**config.mk**
```make
export PLATFORM = sky130hd
export DESIGN_NAME = mem_flat
export DESIGN_NICKNAME = d
export VERILOG_FILES = /design/src/rtl/mem_if.sv /design/src/rtl/mem.sv /design/src/flat_wrapper.sv
export SDC_FILE = /design/constraint.sdc
export NUM_CORES = 1
export LEC_CHECK = 0
export CAP_MARGIN = 20
export CORE_AREA = 2 2 139 141
export DETAILED_ROUTE_END_ITERATION = 7
export DIE_AREA = 0 0 141 143
export PLACE_DENSITY = 0.66
export SETUP_SLACK_MARGIN = 0.3
export SKIP_LAST_GASP = 1
export SYNTH_ARGS = -nofsm -noshare
export SYNTH_HDL_FRONTEND = slang
export SYNTH_SLANG_ARGS = --single-unit
```
**constraint.sdc**
```tcl
create_clock -name clk -period 3.92 [get_ports clk]
set_clock_uncertainty 0.2 [all_clocks]
set_input_delay 1.176 -clock clk [delete_from_list [all_inputs] [get_ports clk]]
set_output_delay 1.176 -clock clk [all_outputs]
set_load 0.02 [all_outputs]
```
**src/rtl/mem_if.sv**
```systemverilog
// Data-memory request/acknowledge port used by the mem stage.
// The mem stage is the master; the memory side acknowledges in the cycle the access finishes.
// At most one request is outstanding. The request fields stay stable until the ack.
interface mem_if;
  logic        dmem_req;
  logic        dmem_we;
  logic [31:0] dmem_addr;
  logic [31:0] dmem_wdata;
  logic [31:0] dmem_rdata;
  logic        dmem_ack;

  modport master (
    output dmem_req, dmem_we, dmem_addr, dmem_wdata,
    input  dmem_rdata, dmem_ack
  );

  modport slave (
    input  dmem_req, dmem_we, dmem_addr, dmem_wdata,
    output dmem_rdata, dmem_ack
  );
endinterface

```
**src/rtl/mem.sv**
```systemverilog
// Memory stage: word loads/stores over a req/ack port, thread-control issue, registered write-back bundle.
// Latency: *_wb outputs are valid 1 cycle after a completion (a non-memory op, or the memory ack).
// Backpressure: stall_mem = dmem_req & !dmem_ack holds upstream; MEM_TIMEOUT_EN bounds the ack wait to TIMEOUT cycles.
module mem #(
  parameter int unsigned TIMEOUT = 255
) (
  input  logic        clk,
  input  logic        rst_n,
  input  logic [31:0] addr_mem,
  input  logic [31:0] ins_mem,
  input  logic [31:0] pc_mem,
  input  logic [31:0] exe_data_mem,
  input  logic [2:0]  trd_mem,
  input  logic [4:0]  reg_wr_mem,
  input  logic        wr_en_mem,
  input  logic        wb_sel_mem,
  input  logic [1:0]  mem_ctrl_mem,
  input  logic [1:0]  trd_ctrl_mem,
  input  logic [2:0]  obj_trd_mem,
  input  logic        flushMEM,
  mem_if.master       dmem,
  output logic        trd_op_vld,
  output logic [1:0]  trd_op,
  output logic [2:0]  trd_op_tgt,
  output logic [31:0] ins_wb,
  output logic [31:0] pc_wb,
  output logic [31:0] wb_data_wb,
  output logic [2:0]  trd_wb,
  output logic [4:0]  reg_wr_wb,
  output logic        wr_en_wb,
  output logic        stall_mem,
  output logic        misalign_mem,
  output logic        timeout_mem
);

  typedef enum logic [1:0] {
    IDLE = 2'd0,
    WAIT = 2'd1,
    DROP = 2'd2
  } state_t;

  state_t state;

  logic is_mem_op;
  logic aligned;
  logic mem_ins;
  logic misaligned;
  logic issue_now;
  logic req;
  logic ack;
  logic timeout_hit;
  logic complete;
  logic load_wb;

  assign is_mem_op  = |mem_ctrl_mem;
  assign aligned    = (addr_mem[1:0] == 2'b00);
  assign mem_ins    = is_mem_op & aligned;
  assign misaligned = is_mem_op & ~aligned;

  // A flushed instruction in IDLE never starts an access, so IDLE never moves to DROP directly.
  assign issue_now = (state == IDLE) & mem_ins & ~flushMEM;

  // Gated by rst_n so an access in flight is abandoned the instant reset asserts.
  assign req = rst_n & (issue_now | ((state != IDLE) & ~timeout_hit));
  assign ack = req & dmem.dmem_ack;

  assign dmem.dmem_req   = req;
  assign dmem.dmem_we    = req & mem_ctrl_mem[1];
  assign dmem.dmem_addr  = req ? {addr_mem[31:2], 2'b00} : 32'd0;
  assign dmem.dmem_wdata = req ? exe_data_mem : 32'd0;

  assign stall_mem = req & ~dmem.dmem_ack;

  // A DROP completion has its side effects in memory but never reaches write-back.
  assign complete = ((state == IDLE) & ~is_mem_op) | ((state != DROP) & ack);
  assign load_wb  = complete & ~flushMEM;

`ifdef MEM_TIMEOUT_EN
  // Optional feature macro: MEM_TIMEOUT_EN bounds the ack wait.
  localparam int CW = (TIMEOUT > 255) ? $clog2(TIMEOUT + 1) : 8;

  logic [CW-1:0] wait_cnt;
  logic          timeout_q;

  // The count is the number of request cycles so far without an ack.
  assign timeout_hit = (state != IDLE) & (wait_cnt == CW'(TIMEOUT));
  assign timeout_mem = timeout_q;

  // Count unacknowledged request cycles; restart on every new access and on ack.
  always_ff @(posedge clk or negedge rst_n) begin
    if (!rst_n) begin
      wait_cnt  <= '0;
      timeout_q <= 1'b0;
    end else begin
      timeout_q <= timeout_hit;
      if (state == IDLE) begin
        wait_cnt <= (issue_now & ~dmem.dmem_ack) ? CW'(1) : '0;
      end else if (ack | timeout_hit) begin
        wait_cnt <= '0;
      end else begin
        wait_cnt <= wait_cnt + CW'(1);
      end
    end
  end
`else
  assign timeout_hit = 1'b0;
  assign timeout_mem = 1'b0;
`endif

  // Access state machine: wait for the ack; DROP finishes a flushed access silently.
  always_ff @(posedge clk or negedge rst_n) begin
    if (!rst_n) begin
      state <= IDLE;
    end else begin
      case (state)
        IDLE: begin
          if (issue_now & ~dmem.dmem_ack) state <= WAIT;
        end
        WAIT: begin
          if (ack | timeout_hit) state <= IDLE;
          else if (flushMEM)     state <= DROP;
        end
        DROP: begin
          if (ack | timeout_hit) state <= IDLE;
        end
        default: state <= IDLE;
      endcase
    end
  end

  // Write-back bundle, thread-op pulse and misalign pulse; a bubble clears only the enables.
  always_ff @(posedge clk or negedge rst_n) begin
    if (!rst_n) begin
      ins_wb       <= 32'd0;
      pc_wb        <= 32'd0;
      wb_data_wb   <= 32'd0;
      trd_wb       <= 3'd0;
      reg_wr_wb    <= 5'd0;
      wr_en_wb     <= 1'b0;
      trd_op_vld   <= 1'b0;
      trd_op       <= 2'd0;
      trd_op_tgt   <= 3'd0;
      misalign_mem <= 1'b0;
    end else begin
      wr_en_wb     <= 1'b0;
      trd_op_vld   <= 1'b0;
      misalign_mem <= (state == IDLE) & misaligned & ~flushMEM;
      if (load_wb) begin
        ins_wb     <= ins_mem;
        pc_wb      <= pc_mem;
        wb_data_wb <= wb_sel_mem ? dmem.dmem_rdata : exe_data_mem;
        trd_wb     <= trd_mem;
        reg_wr_wb  <= reg_wr_mem;
        wr_en_wb   <= wr_en_mem & (|reg_wr_mem);
        if (|trd_ctrl_mem) begin
          trd_op_vld <= 1'b1;
          trd_op     <= trd_ctrl_mem;
          trd_op_tgt <= obj_trd_mem;
        end
      end
    end
  end

endmodule

```
**src/flat_wrapper.sv**
```systemverilog
// flat-port wrapper written by rule: the top's interface ports become plain ports
module mem_flat 
#(
  parameter int unsigned TIMEOUT = 255
)
  (clk, rst_n, addr_mem, ins_mem, pc_mem, exe_data_mem, trd_mem, reg_wr_mem, wr_en_mem, wb_sel_mem, mem_ctrl_mem, trd_ctrl_mem, obj_trd_mem, flushMEM, trd_op_vld, trd_op, trd_op_tgt, ins_wb, pc_wb, wb_data_wb, trd_wb, reg_wr_wb, wr_en_wb, stall_mem, misalign_mem, timeout_mem, dmem_dmem_req, dmem_dmem_we, dmem_dmem_addr, dmem_dmem_wdata, dmem_dmem_rdata, dmem_dmem_ack);
  mem_if dmem_i ();
  input  logic clk;
  input  logic rst_n;
  input  logic [31:0] addr_mem;
  input  logic [31:0] ins_mem;
  input  logic [31:0] pc_mem;
  input  logic [31:0] exe_data_mem;
  input  logic [2:0] trd_mem;
  input  logic [4:0] reg_wr_mem;
  input  logic wr_en_mem;
  input  logic wb_sel_mem;
  input  logic [1:0] mem_ctrl_mem;
  input  logic [1:0] trd_ctrl_mem;
  input  logic [2:0] obj_trd_mem;
  input  logic flushMEM;
  output logic trd_op_vld;
  output logic [1:0] trd_op;
  output logic [2:0] trd_op_tgt;
  output logic [31:0] ins_wb;
  output logic [31:0] pc_wb;
  output logic [31:0] wb_data_wb;
  output logic [2:0] trd_wb;
  output logic [4:0] reg_wr_wb;
  output logic wr_en_wb;
  output logic stall_mem;
  output logic misalign_mem;
  output logic timeout_mem;
  output wire logic [$bits(dmem_i.dmem_req)-1:0] dmem_dmem_req;
  output wire logic [$bits(dmem_i.dmem_we)-1:0] dmem_dmem_we;
  output wire logic [$bits(dmem_i.dmem_addr)-1:0] dmem_dmem_addr;
  output wire logic [$bits(dmem_i.dmem_wdata)-1:0] dmem_dmem_wdata;
  input wire logic [$bits(dmem_i.dmem_rdata)-1:0] dmem_dmem_rdata;
  input wire logic [$bits(dmem_i.dmem_ack)-1:0] dmem_dmem_ack;
  assign dmem_dmem_req = dmem_i.dmem_req;
  assign dmem_dmem_we = dmem_i.dmem_we;
  assign dmem_dmem_addr = dmem_i.dmem_addr;
  assign dmem_dmem_wdata = dmem_i.dmem_wdata;
  assign dmem_i.dmem_rdata = dmem_dmem_rdata;
  assign dmem_i.dmem_ack = dmem_dmem_ack;
  mem #(.TIMEOUT(TIMEOUT)) u_core (.clk(clk), .rst_n(rst_n), .addr_mem(addr_mem), .ins_mem(ins_mem), .pc_mem(pc_mem), .exe_data_mem(exe_data_mem), .trd_mem(trd_mem), .reg_wr_mem(reg_wr_mem), .wr_en_mem(wr_en_mem), .wb_sel_mem(wb_sel_mem), .mem_ctrl_mem(mem_ctrl_mem), .trd_ctrl_mem(trd_ctrl_mem), .obj_trd_mem(obj_trd_mem), .flushMEM(flushMEM), .dmem(dmem_i), .trd_op_vld(trd_op_vld), .trd_op(trd_op), .trd_op_tgt(trd_op_tgt), .ins_wb(ins_wb), .pc_wb(pc_wb), .wb_data_wb(wb_data_wb), .trd_wb(trd_wb), .reg_wr_wb(reg_wr_wb), .wr_en_wb(wr_en_wb), .stall_mem(stall_mem), .misalign_mem(misalign_mem), .timeout_mem(timeout_mem));
endmodule
```
==> results.txt, run 1 <==
The number of library cell types mapped by synthesis came out at 29. Of the cells placed in the final design, the portion with a size suffix greater than 1 is between 40 and 50%. In this run the worst path has a maximum fanout of 8. The aggregate routed wire length came out at roughly 19 mm.

Entering global routing, the biggest net connects 65 pins. The instance area after placement is about 9200 sq um. The slack of the critical path came out at -9.690 ps. Setup repair after global routing could not meet its margin everywhere. Sorting the synthesized cells by area gives the leading types as dfrtp_1 55%, mux2_2 22%, mux2_1 8.2%, and2_1 7.6%, buf_4 1.3%.

After layout, the minimum clock period comes to 3930 ps. The leakage component of the power came out at 4.395 nW. After synthesis the netlist holds a flip-flop and latch count of 114. The worst reg2reg path endpoint is u_core.ins_wb[8]$_DFFE_PN0P_. The final-report max-slew violation count is 0. The worst setup path is launched from a primary input. The design draws about 5 mW. For this run, the leading register cell type out of synthesis is dfrtp_1. The count of final setup violators is 2.

The number of flops mapped to enable cells by yosys is 0. The post-synthesis to final-layout area growth is 98.29%. The maximum level of the CTS H-tree came out at 4. The post-detailed-route via-to-cell ratio came out at between 4 and 5. The capturing element type of the critical path is an output pin. The final cell utilization of the core is ~55%. After routing the design area is about 10000 sq um. In the final design database the tool counted between 900 and 1000 nets.

The startpoint of the worst register-to-register path is u_core.state[0]$_DFFE_PN0P_. The number of DRC markers after the initial detailed-route iteration came out at between 70 and 80. The placed wire-length estimate came out at around 14 mm.

At the pin with the least slew margin, the transition time is slightly above 800 ps. The initialized floorplan defines 50 standard-cell rows. The number of antenna-violating nets in the routed design came out at 0. The worst hold path begins at u_core.pc_wb[6]$_DFFE_PN0P_. The post-cts hold buffer count is 0. The clock network latency to the later pin of the worst-skew pair came out at around 400 ps. For this configuration, the core starts out at a cell density of between 20 and 30%. CTS placed an instance of clkbuf_16 at the clock tree root. The setup slack of the worst register-to-register path came out at 1480 ps.

The total clock buffers created by CTS came out at 17. The remaining max-slew budget at the tightest pin is between 40% and 50%. The net switching component of the power came out at ~1.5 mW. The sequential share of the synthesized area is 54.86%. The die area is between 20000 and 25000 sq um.

The filler cell count is between 1500 and 2000. dfrtp_1 takes more of the synthesized area than any other cell. For this run, the detailed router's first-pass iteration total came to 4. The checks that failed: negative setup slack. The fraction of power consumed by combinational cells came out at a little under two fifths. TritonCTS built the clock tree. The area taken by flip-flops and latches is approximately 2900 sq um. The sink count of the clock tree is between 100 and 150. The worst setup timing slack at the placement stage is -759.1 ps. The worst path arrival time is about 2600 ps. The post-route DRC violation count came out at 0. The largest voltage drop on the vdd net came out at approximately 0.35 mV. The I/O pin count came out at 361.

The number of max-capacitance violations reported is 0. The post-synthesis cell area is roughly 5200 sq um. The initial antenna violation count came to 2. Summing all multi-input logic gate instances after layout gives ~2400 sq um. Net switching is 30.18% of the power. The flow ran to the end, but the final reports show violations. The clock edge transition at the registers on the reported setup and hold paths is 50 ps. The power per cell area came out at slightly below 500 nW/um^2. The cell-internal power came out at 3.494 mW. The number of hold violations in the final report came out at 0. The die boundary height came out at around 140 um. The overall fraction of global-route tracks in use came out at between 10% and 20%. The number of buffers on the longest clock path is 2. The instance count of the mapped netlist came out at around 370. The via count of the first global-routing pass is between 4000 and 5000. The worst endpoint required time is 2540 ps. In this run the mean area of a mapped cell was 13.98 sq um. The clock network accounts for 29.8% of the total power.

The final critical path takes up 100.2% of the cycle. The setup path with the least slack is of type primary input to output pin. The last weighted congestion value of the routability-driven placer is between 0.7 and 0.8.

The number of cells on the worst hold path is 1. The total global routing overflow is 0. During synthesis, Yosys emitted a total of 0 warnings. The x dimension of the die came out at about 140 um. The share of the synthesized area in the top cell type came out at 54.86%. The library cell with the highest instance count after synthesis is dfrtp_1. The maximum frequency from static timing analysis came out at 0.2545 GHz. The fraction of power consumed by sequential logic came out at about a third. The total negative slack is -12.55 ps.

After detailed routing, the average wire length per cell comes to 19.04 um. The routed layout has roughly 4500 vias. The share of flip-flops with an asynchronous set or reset after synthesis is 100.0%. The path with the worst hold slack has its endpoint at u_core.pc_wb[6]$_DFFE_PN0P_. Sorting the synthesized cells by how often they occur yields 114 x dfrtp_1, 102 x mux2_2, 63 x and2_1.

The first global-routing pass estimated 28.35 mm of wire. Measured in cells, the most critical reg-to-reg path has a length of 5. The count of buffers from port buffering is approximately 360. The core region area came out at between 15000 and 20000 sq um. The start point of the critical path is mem_ctrl_mem[1]. The worst hold path belongs to the class flop to flop.
-- through the flow --
stage	cells	hold WS, ps
6_report	1014	281.0
3_3_place_gp	954	266.1
4_1_cts	1011	285.7
2_1_floorplan	374	290.3
3_5_place_dp	954	275.1
5_1_grt	1014	304.7
-- critical path, cell delays in order --
cell    delay, ps
buf_8         100
nor2_4        130
nor3_4         60
o31a_4        380
buf_12        170
buf_16        140
buf_6         110
and2_4        140
buf_6         120
-- worst max path at each step --
stage | end | slack, ps | depth (start not counted)
CTS | stall_mem | -50 | 8
global placement | dmem_dmem_we | -700 | 7
finish | dmem_dmem_addr[22] | -10 | 9
detailed placement | stall_mem | -760 | 7
global route | dmem_dmem_addr[9] | -40 | 9
floorplan | dmem_dmem_addr[2] | 260 | 6
-- power groups by stage --
stage / combinational [mW] / sequential [mW] / clock [mW]
floorplan: 0.425 / 2.00 / 0
global placement: 1.77 / 1.63 / 0
detailed placement: 1.80 / 1.64 / 0
CTS: 1.89 / 1.63 / 1.54
global route: 1.97 / 1.66 / 1.60
finish: 1.89 / 1.63 / 1.49
-- layer usage --
layer | wire length [um] | part of all wire (%) | track usage, %
met3 | 1525 | 7.9 | 6.506
met5 | 13 | 0.067 | 0
met2 | 10740 | 56 | 35.89
met1 | 6469 | 34 | 18.49
met4 | 557 | 2.9 | 7.368
-- sequential cells by signal, indices dropped and copies added (netlist names) --
signal and cells:
u_core.trd_wb 3, u_core.wr_en_wb 1, u_core.trd_op_tgt 3, u_core.trd_op 2, u_core.ins_wb 32, u_core.reg_wr_wb 5
u_core.state 2, u_core.trd_op_vld 1, u_core.misalign_mem 1, u_core.pc_wb 32, u_core.wb_data_wb 32
-- cells in the final DEF (no fill, tap or decap), types with 2 or more instances in the layout --
master,n
a21oi_1,2
and2_2,8
and2_4,55
buf_12,9
buf_16,8
buf_2,7
buf_4,23
buf_6,66
bufinv_16,2
clkbuf_16,17
clkbuf_8,3
clkdlybuf4s50_1,285
clkinv_2,5
clkinvlp_4,2
conb_1,3
dfrtp_1,114
mux2_1,38
mux2_2,102
nand2_1,4
nor2_1,4
nor3_4,2
-- final cells by class --
| class | count | area share (%) |
|---|---|---|
| sequential | 114 | 27.67 |
| clock buffer | 21 | 4.563 |
| multi-input combinational | 234 | 22.84 |
| antenna | 1 | 0.02427 |
| tap | 234 | 2.839 |
| timing repair buffer | 400 | 41.01 |
| clock inverter | 10 | 1.056 |
-- kinds of logic after synthesis --
logic type,Yosys count,share of synthesized area [%]
muxes,140,30.32
buffers and inverters,26,3.561
other,1,0.07212
AOI/OAI and AO/OA,8,1.179
and+or+nand+nor,83,10.01
DFF,114,54.86
-- timing repair --
| item | in CTS | in global routing |
|---|---|---|
| gates resized for setup | 384 | 52 |
| pin swaps | 20 | 18 |
| endpoints found under the hold margin | 0 | 0 |
| setup buffers | 18 | 2 |
| setup endpoints to repair | 65 | 65 |
| gates cloned | 8 | 0 |
No activity file was read; power rests on OpenSTA's default activity.
==> run 2, diff against run 1 <==
--- a/config.mk
+++ b/config.mk
@@ -5,7 +5,7 @@
 export SDC_FILE = /design/constraint.sdc
 export NUM_CORES = 1
 export LEC_CHECK = 0
-export CAP_MARGIN = 20
+export CAP_MARGIN = 10
 export CORE_AREA = 2 2 139 141
 export DETAILED_ROUTE_END_ITERATION = 7
 export DIE_AREA = 0 0 141 143
==> results of run 2 <==
No change in the layout: final DEF, timing and power equal those of run 1.
